**src/rtl/nes_joypad_port.sv**
```systemverilog
// NES $4016/$4017 controller shift-register emulation fed from SNES-layout button words,
// with per-button autofire, port swap and a held Select+Down reset combo.
module nes_joypad_port #(
   parameter int unsigned AF_PERIOD    = 357_954,
   parameter int unsigned COMBO_CYCLES = 2_147_727
) (
   input  logic        clk,
   input  logic        reset,
   input  logic [11:0] joy1_btns,
   input  logic [11:0] joy2_btns,
   input  logic        joy_swap,
   input  logic        joypad_strobe,
   input  logic [1:0]  joypad_clock,
   output logic        joypad1_data,
   output logic        joypad2_data,
   output logic        combo_reset
);

   localparam int unsigned AfW = $clog2(AF_PERIOD);
   localparam int unsigned CcW = $clog2(COMBO_CYCLES + 1);
   localparam logic [AfW-1:0] AfLast = AfW'(AF_PERIOD - 1);
   localparam logic [CcW-1:0] CcLast = CcW'(COMBO_CYCLES - 1);
   localparam logic [CcW-1:0] CcMax  = CcW'(COMBO_CYCLES);

   // Autofire slots: 0 = pad1 A, 1 = pad1 X, 2 = pad2 A, 3 = pad2 X.
   logic [3:0]     af_btn;
   logic [3:0]     af_prev_q;
   logic [3:0]     af_out_q, af_out_d;
   logic [AfW-1:0] af_cnt_q [4];
   logic [AfW-1:0] af_cnt_d [4];

   logic [11:0] src1, src2;
   logic [1:0]  af_p1, af_p2;
   logic [7:0]  load1, load2;
   logic [7:0]  sr1_q, sr1_d, sr2_q, sr2_d;
   logic [1:0]  last_clk_q;
   logic [1:0]  fall;

   logic           combo_cond;
   logic [CcW-1:0] ccnt_q, ccnt_d;
   logic           combo_q, combo_d;

   assign af_btn = {joy2_btns[9], joy2_btns[8], joy1_btns[9], joy1_btns[8]};

   always_comb begin
      af_out_d = af_out_q;
      af_cnt_d = af_cnt_q;
      for (int i = 0; i < 4; i++) begin
         if (!af_btn[i]) begin
            af_cnt_d[i] = '0;
            af_out_d[i] = 1'b0;
         end else if (!af_prev_q[i]) begin
            af_cnt_d[i] = '0;
            af_out_d[i] = 1'b1;
         end else if (af_cnt_q[i] == AfLast) begin
            af_cnt_d[i] = '0;
            af_out_d[i] = ~af_out_q[i];
         end else begin
            af_cnt_d[i] = af_cnt_q[i] + 1'b1;
         end
      end
   end

   // Autofire follows the physical pad, so it is swapped together with the button word.
   always_comb begin
      src1  = joy_swap ? joy2_btns : joy1_btns;
      src2  = joy_swap ? joy1_btns : joy2_btns;
      af_p1 = joy_swap ? af_out_q[3:2] : af_out_q[1:0];
      af_p2 = joy_swap ? af_out_q[1:0] : af_out_q[3:2];
      load1 = {src1[7:2], src1[1] | af_p1[1], src1[0] | af_p1[0]};
      load2 = {src2[7:2], src2[1] | af_p2[1], src2[0] | af_p2[0]};
   end

   // Strobe takes priority over a coincident read edge.
   always_comb begin
      fall  = last_clk_q & ~joypad_clock;
      sr1_d = sr1_q;
      sr2_d = sr2_q;
      if (joypad_strobe) begin
         sr1_d = load1;
         sr2_d = load2;
      end else begin
         if (fall[0]) sr1_d = {1'b1, sr1_q[7:1]};
         if (fall[1]) sr2_d = {1'b1, sr2_q[7:1]};
      end
   end

   assign combo_cond = joy1_btns[5] & joy1_btns[2];

   always_comb begin
      ccnt_d  = '0;
      combo_d = 1'b0;
      if (combo_cond) begin
         ccnt_d  = (ccnt_q == CcMax) ? ccnt_q : ccnt_q + 1'b1;
         combo_d = (ccnt_q == CcLast) | combo_q;
      end
   end

   always_ff @(posedge clk) begin
      if (reset) begin
         sr1_q      <= 8'h00;
         sr2_q      <= 8'h00;
         last_clk_q <= 2'b00;
         af_prev_q  <= 4'b0000;
         af_out_q   <= 4'b0000;
         for (int i = 0; i < 4; i++) af_cnt_q[i] <= '0;
         ccnt_q     <= '0;
         combo_q    <= 1'b0;
      end else begin
         sr1_q      <= sr1_d;
         sr2_q      <= sr2_d;
         last_clk_q <= joypad_clock;
         af_prev_q  <= af_btn;
         af_out_q   <= af_out_d;
         for (int i = 0; i < 4; i++) af_cnt_q[i] <= af_cnt_d[i];
         ccnt_q     <= ccnt_d;
         combo_q    <= combo_d;
      end
   end

   assign joypad1_data = sr1_q[0];
   assign joypad2_data = sr2_q[0];
   assign combo_reset  = combo_q;

endmodule

```
**config.mk**
```make
export PLATFORM = sky130hd
export DESIGN_NAME = nes_joypad_port
export DESIGN_NICKNAME = d
export VERILOG_FILES = /design/src/rtl/nes_joypad_port.sv
export SDC_FILE = /design/constraint.sdc
export NUM_CORES = 1
export LEC_CHECK = 0
export ABC_AREA = 0
export BUFFER_PORTS_ARGS = -buffer_cell sky130_fd_sc_hd__buf_2
export CAP_MARGIN = 10
export CORE_UTILIZATION = 30
export CTS_BUF_LIST = sky130_fd_sc_hd__clkbuf_4 sky130_fd_sc_hd__clkbuf_8 sky130_fd_sc_hd__clkbuf_16
export CTS_CLUSTER_SIZE = 14
export DETAILED_ROUTE_END_ITERATION = 10
export HOLD_SLACK_MARGIN = 0.05
export PLACE_DENSITY_LB_ADDON = 0.15
export SLEW_MARGIN = 25
export SYNTH_ARGS = -nofsm -noshare
export SYNTH_HDL_FRONTEND = slang
export SYNTH_SLANG_ARGS = --single-unit
```
**constraint.sdc**
```tcl
create_clock -name clk -period 1.92 [get_ports clk]
set_input_delay 0.096 -clock clk [delete_from_list [all_inputs] [get_ports clk]]
set_output_delay 0.096 -clock clk [all_outputs]
set_load 0.1 [all_outputs]
```
# After elaboration in Yosys (flattened, before gate mapping)
# Index checks and enable logic that the tools add are counted.
[totals] rom_bits=0 latch_bits=0 regBits=125 elab_cells=77 mem_bits_rw=0 n_memories=0 out_inout_bits=3 input_bits=30
[classes] n_shift=0 reduce_logical=11 multipliers=0 eq_ne=10 n_mux=16 n_div=0 n_lt_le_gt_ge=0 n_addsub=5 bitwise=21
[ops] operator="19-bit by 1-bit adder with 19-bit output, second input constant" n=4
[ops] operator="19-bit == test, second input constant" n=4
[ops] operator="8-bit two-way mux" n=6
[ops] operator="22-bit == test, second input constant" n=2
[ops] operator="22-bit by 1-bit adder with 22-bit output, second input constant" n=1
[ops] operator="4-bit OR reduction" n=4
[ops] operator="1-bit NOT" n=13
[ops] operator="2-bit OR reduction" n=5
[ops] operator="1-bit two-way mux" n=8
[ops] operator="2-bit by 1-bit != test with 1-bit output, second input constant" n=4
[ops] operator="1-bit OR" n=5
[ops] operator="2-bit two-way mux" n=2
[ops] operator="2-bit nonzero test" n=2
[ops] operator="2-bit bitwise AND" n=1
[ops] operator="2-bit NOT" n=1
[ops] operator="1-bit bitwise AND" n=1

# Longest topological paths before layout
[logic_depth] depth_word=4 mapped_depth=7 ltp_nobuf=6

# Worst setup path after synthesis
# OpenSTA, ideal clock, no wires.
[synth_timing] path_type="flip-flop to flip-flop" start="reg af_cnt_q[72] (netlist name)" end="reg af_cnt_q[67] (netlist name)" n_path_buf=1 path_stages_with_launch=6 required_time_ps=1805 synth_period_minus_slack_ps=1950 t_arrival_ps=1835 slack_ps=-30 setup_ps=115 cell_sequence="dfxtp_1 or4b_1 or4_4 o211ai_2 buf_4 nor2_1"
[synth_between] elab_chain_cells=2
[synth_lines] item="start: declaration" line="29" rtl="logic [AfW-1:0] af_cnt_q [4];"
[synth_lines] item="19-bit == test" line="55" rtl="end else if (af_cnt_q[i] == AfLast) begin"
[synth_lines] item="4-bit OR reduction (no line)"
# No other way between the ends.
# A chain may end at the register's enable or synchronous reset.

# Worst setup path after layout
[layout_timing] start="reg af_cnt_q[72] (netlist name)" end="reg af_out_q[0]"
[layout_between] elab_chain_cells=2
[layout_lines] item="19-bit == test" line="55"
[layout_lines] item="2-bit by 1-bit != test with 1-bit output (no line)"
[layout_lines] item="end signal: assignment" line="114" rtl="af_out_q <= af_out_d;"
[layout_lines] item="end: declaration" line="28" rtl="logic [3:0] af_out_q, af_out_d;"
# No other way between the ends.

==> tab_implementation.tex <==
\begin{tabular}{lr}
\hline
Metric & Value \\
\hline
\multicolumn{2}{l}{\textbf{Final layout}} \\
Most common library cell in the layout ignoring fill and taps & sky130\_fd\_sc\_hd\_\_dfxtp\_1 \\
Seq. cell area & 2500 um2 \\
Count of inserted antenna diode cells & 0 \\
Net count reported at finish & a little under 800 \\
\# fillers & $\sim$1.9k \\
Final core utilization & 0.373 \\
Final std cell area, no fill & approximately 7000 um2 \\
Area of combinational cells with multiple inputs & between 3000 and 4000 um2 \\
Most used cells in the layout excluding fill and tap cells & sky130\_fd\_sc\_hd\_\_dfxtp\_1, sky130\_fd\_sc\_hd\_\_nor2\_1, sky130\_fd\_sc\_hd\_\_nand2\_1 \\
Share of cells above drive strength 1 & 0.125 \\
Non-filler cells in the finished layout & just under 1k \\
Layout Area Growth over Synthesis & 21.4\% \\
\multicolumn{2}{l}{\textbf{Pwr}} \\
Worst vdd rail ir drop & $\sim$0.00065 V \\
Total power per unit cell area & 877 nW/um2 \\
Static leakage & around 0.0024 uW \\
\multicolumn{2}{l}{\textbf{Placement}} \\
Placed insts & roughly 940 \\
Count of buffers from port buffering & 28 \\
Detailed Place HPWL & $\sim$9000 um \\
RD Place Congestion & around 0.8 \\
Standard cell area after detailed placement & 6320 um2 \\
\multicolumn{2}{l}{\textbf{Critical path}} \\
Element type at the critical path start & flop \\
CP max-delay cell & sky130\_fd\_sc\_hd\_\_or4b\_1 \\
Path type of the worst setup path & flop to flop \\
CP Data Arrival Time & 2.23 ns \\
Max FO, Critical Path & 3 \\
Sort of element at the end of the critical path & flop \\
Cell Chain, Critical Path & or4b\_1 > or4\_4 > or3\_1 > a311oi\_1 \\
Maximum single-stage delay on the critical path & 0.50 ns \\
WP data required & around 2.2 ns \\
\multicolumn{2}{l}{\textbf{Logic synthesis}} \\
Synthesis warning total & 0 \\
Number of enable flip-flop cells after synthesis & 0 \\
Total standard cell area after synthesis & around 5800 um2 \\
Number of storage elements in the synthesis netlist & 125 \\
Net Count, Synth & between 700 and 800 \\
Post-Syn Instances & slightly below 700 \\
Distinct cell type count after synthesis & 44 \\
Synth Area per Inst & $\sim$8.5 um2 \\
Top FF cell, synth & sky130\_fd\_sc\_hd\_\_dfxtp\_1 \\
Async SR Flop Fraction & 0 \\
Sequential share of the synthesized area & 0.434 \\
\multicolumn{2}{l}{\textbf{Die}} \\
DIE WIDTH & about 140 um \\
Die Area & 19800 um2 \\
Area inside the core boundary & $\sim$19000 um2 \\
Height of the die & $\sim$140 um \\
IO Count & 33 \\
Rows & 50 \\
Effective utilization at floorplan & 0.307 \\
\multicolumn{2}{l}{\textbf{Clock tree}} \\
Clock slew at reported path FFs & approximately 0.050 ns \\
Number of buffers created by CTS & 17 \\
CTS H-Tree Depth & 4 \\
Clk Latency, worst-skew pair & 0.42 ns \\
Buffer depth of the longest clock path & 2 \\
Number of sinks on the clock net & $\sim$130 \\
Root buffer cell & sky130\_fd\_sc\_hd\_\_clkbuf\_16 \\
CTS tree & built \\
\multicolumn{2}{l}{\textbf{Routing}} \\
Routed length per instance & $\sim$13 um \\
Wire length reported by the detailed router & 13000 um \\
Number of nets still failing antenna checks after routing & 0 \\
Number of DRC markers in iteration 0 & roughly 250 \\
Pre-Repair DR Iteration Count & 6 \\
Total DRC errors in the routed layout & 0 \\
Detailed-route via count & a little under 5k \\
Via/cell ratio & 5.06 \\
\multicolumn{2}{l}{\textbf{Worst hold path}} \\
Path class of the lowest-slack min-delay path & input pin to flop \\
\multicolumn{2}{l}{\textbf{GRT}} \\
Number of global-route vias before repair & 4686 \\
Global-route wire length before repair & between 20000 and 25000 um \\
GRT Total Usage & 0.140 \\
Pin count of the biggest net entering global routing & 31 \\
Remaining global-route overflow & 0 \\
Antenna violations before repair & 0 \\
\multicolumn{2}{l}{\textbf{Run status}} \\
Outcome & complete, no violations \\
\multicolumn{2}{l}{\textbf{Timing}} \\
Min cycle time layout & between 1.5 and 2 ns \\
Final clock skew & between 0.007 and 0.008 ns \\
Endpoints failing hold & 0 \\
Tcrit/Tclk final & 0.995 \\
Final setup violation count & 0 \\
Max frequency & 524 MHz \\
RSZ-0062 raised after global routing & yes \\
Number of max-slew violations in the final report & 0 \\
Least-Margin Pin Slew & around 0.57 ns \\
Worst relative slew slack & 0.622 \\
\multicolumn{2}{l}{\textbf{Job}} \\
Max-capacitance violation count & 0 \\
\hline
\end{tabular}
[flip-flops by register name, summed over array words and instances, names as in the netlist]
signal	flops
last_clk_q	2
af_out_q	4
af_cnt_q	76
combo_reset	1
ccnt_q	22
af_prev_q	4
sr2_q	8
sr1_q	8
[power breakdown]
group | switching [uW] | leakage [uW] | internal, uW | total (uW)
Sequential | 26.4 | 0.00101 | 2640 | 2660
Clock | 1170 | 0.000295 | 2060 | 3230
Combinational | 152 | 0.00105 | 93.3 | 245
Total | 1350 | 0.00235 | 4790 | 6140
[cell families after synthesis]
logic type / after synthesis / synth area share
compound gates: 116 / 0.123
fa+ha+maj: 10 / 0.0217
mux: 17 / 0.0295
buf+inv: 42 / 0.0280
simple gates: 311 / 0.280
xor+xnor: 55 / 0.0836
flops: 125 / 0.434
[cells in the mapped netlist, types with 4 or more instances]
| cell | instances | area [um2] |
|---|---|---|
| sky130_fd_sc_hd__dfxtp_1 | 125 | 2500 |
| sky130_fd_sc_hd__nor2_1 | 87 | 327 |
| sky130_fd_sc_hd__nand2_1 | 53 | 199 |
| sky130_fd_sc_hd__a21oi_1 | 44 | 220 |
| sky130_fd_sc_hd__nand3_1 | 38 | 190 |
| sky130_fd_sc_hd__nand4_1 | 29 | 181 |
| sky130_fd_sc_hd__o21ai_0 | 28 | 140 |
| sky130_fd_sc_hd__xor2_1 | 28 | 245 |
| sky130_fd_sc_hd__xnor2_1 | 27 | 236 |
| sky130_fd_sc_hd__or3_1 | 25 | 156 |
| sky130_fd_sc_hd__clkbuf_1 | 21 | 78.8 |
| sky130_fd_sc_hd__inv_1 | 20 | 75.1 |
| sky130_fd_sc_hd__mux2i_1 | 17 | 170 |
| sky130_fd_sc_hd__nor3_1 | 14 | 70.1 |
| sky130_fd_sc_hd__o211ai_1 | 14 | 105 |
| sky130_fd_sc_hd__and4_1 | 13 | 114 |
| sky130_fd_sc_hd__and3_1 | 12 | 75.1 |
| sky130_fd_sc_hd__or4_1 | 11 | 82.6 |
| sky130_fd_sc_hd__ha_1 | 10 | 125 |
| sky130_fd_sc_hd__o31ai_1 | 9 | 67.6 |
| sky130_fd_sc_hd__nor4_1 | 8 | 50.1 |
| sky130_fd_sc_hd__a211oi_1 | 6 | 45.0 |
| sky130_fd_sc_hd__nor4b_1 | 6 | 52.6 |
| sky130_fd_sc_hd__a311oi_1 | 4 | 35.0 |
| sky130_fd_sc_hd__and2_1 | 4 | 25.0 |
[layout make-up]
type / count / area share
well taps: 234 / 0.0419
clock inverters: 10 / 0.0161
clock buffers: 22 / 0.0698
repair buffers: 60 / 0.0583
inverters: 20 / 0.0107
multi-input cells: 509 / 0.445
flip-flops and latches: 125 / 0.358
[final timing paths]
| kind | start | end | slack, ns | depth (start not counted) |
|---|---|---|---|---|
| worst max-delay path | af_cnt_q[72] | af_out_q[0] | 0.01 | 4 |
| worst min-delay path | reset | sr1_q[0] | 0.09 | 2 |
| worst max register to register | af_cnt_q[72] | af_out_q[0] | 0.01 | 4 |
| worst min register to register | af_prev_q[1] | af_out_q[1] | 0.45 | 1 |
[critical path, delay by kind of cell, from the launching register on]
| kind | cells | cell delay (ns) |
|---|---|---|
| and+or+nand+nor | 3 | 1.30 |
| AOI/OAI and AO/OA | 1 | 0.21 |
| DFF | 1 | 0.30 |
[timing repair]
item,CTS,global route
hold endpoints to repair,10,0
cloned,0,0
buffers inserted,0,1
hold buffers,6,0
gates resized for setup,0,2
setup endpoints to repair,1,5
pin swaps,1,0
[metrics by stage]
step                TNS [ns]  hold WS, ns  setup slack, ns  power [uW]
floorplan                  0        0.231          0.00179        2870
global placement    -0.00873        0.353         -0.00873        2950
detailed placement   -0.0240        0.362          -0.0240        2960
CTS                        0       0.0585          0.00182        6220
global route         -0.0673       0.0816          -0.0673        6360
finish                     0       0.0875          0.00986        6140
[metal layers]
layer  up-vias  GRT usage  routed length (um)
li1       2559          -                   -
met1      2325      0.180                6530
met2        57      0.226                5950
met3        19     0.0316                 325
met4         0     0.0601                 218
met5         -          0                   0
No activity file was read; power rests on OpenSTA's default activity.
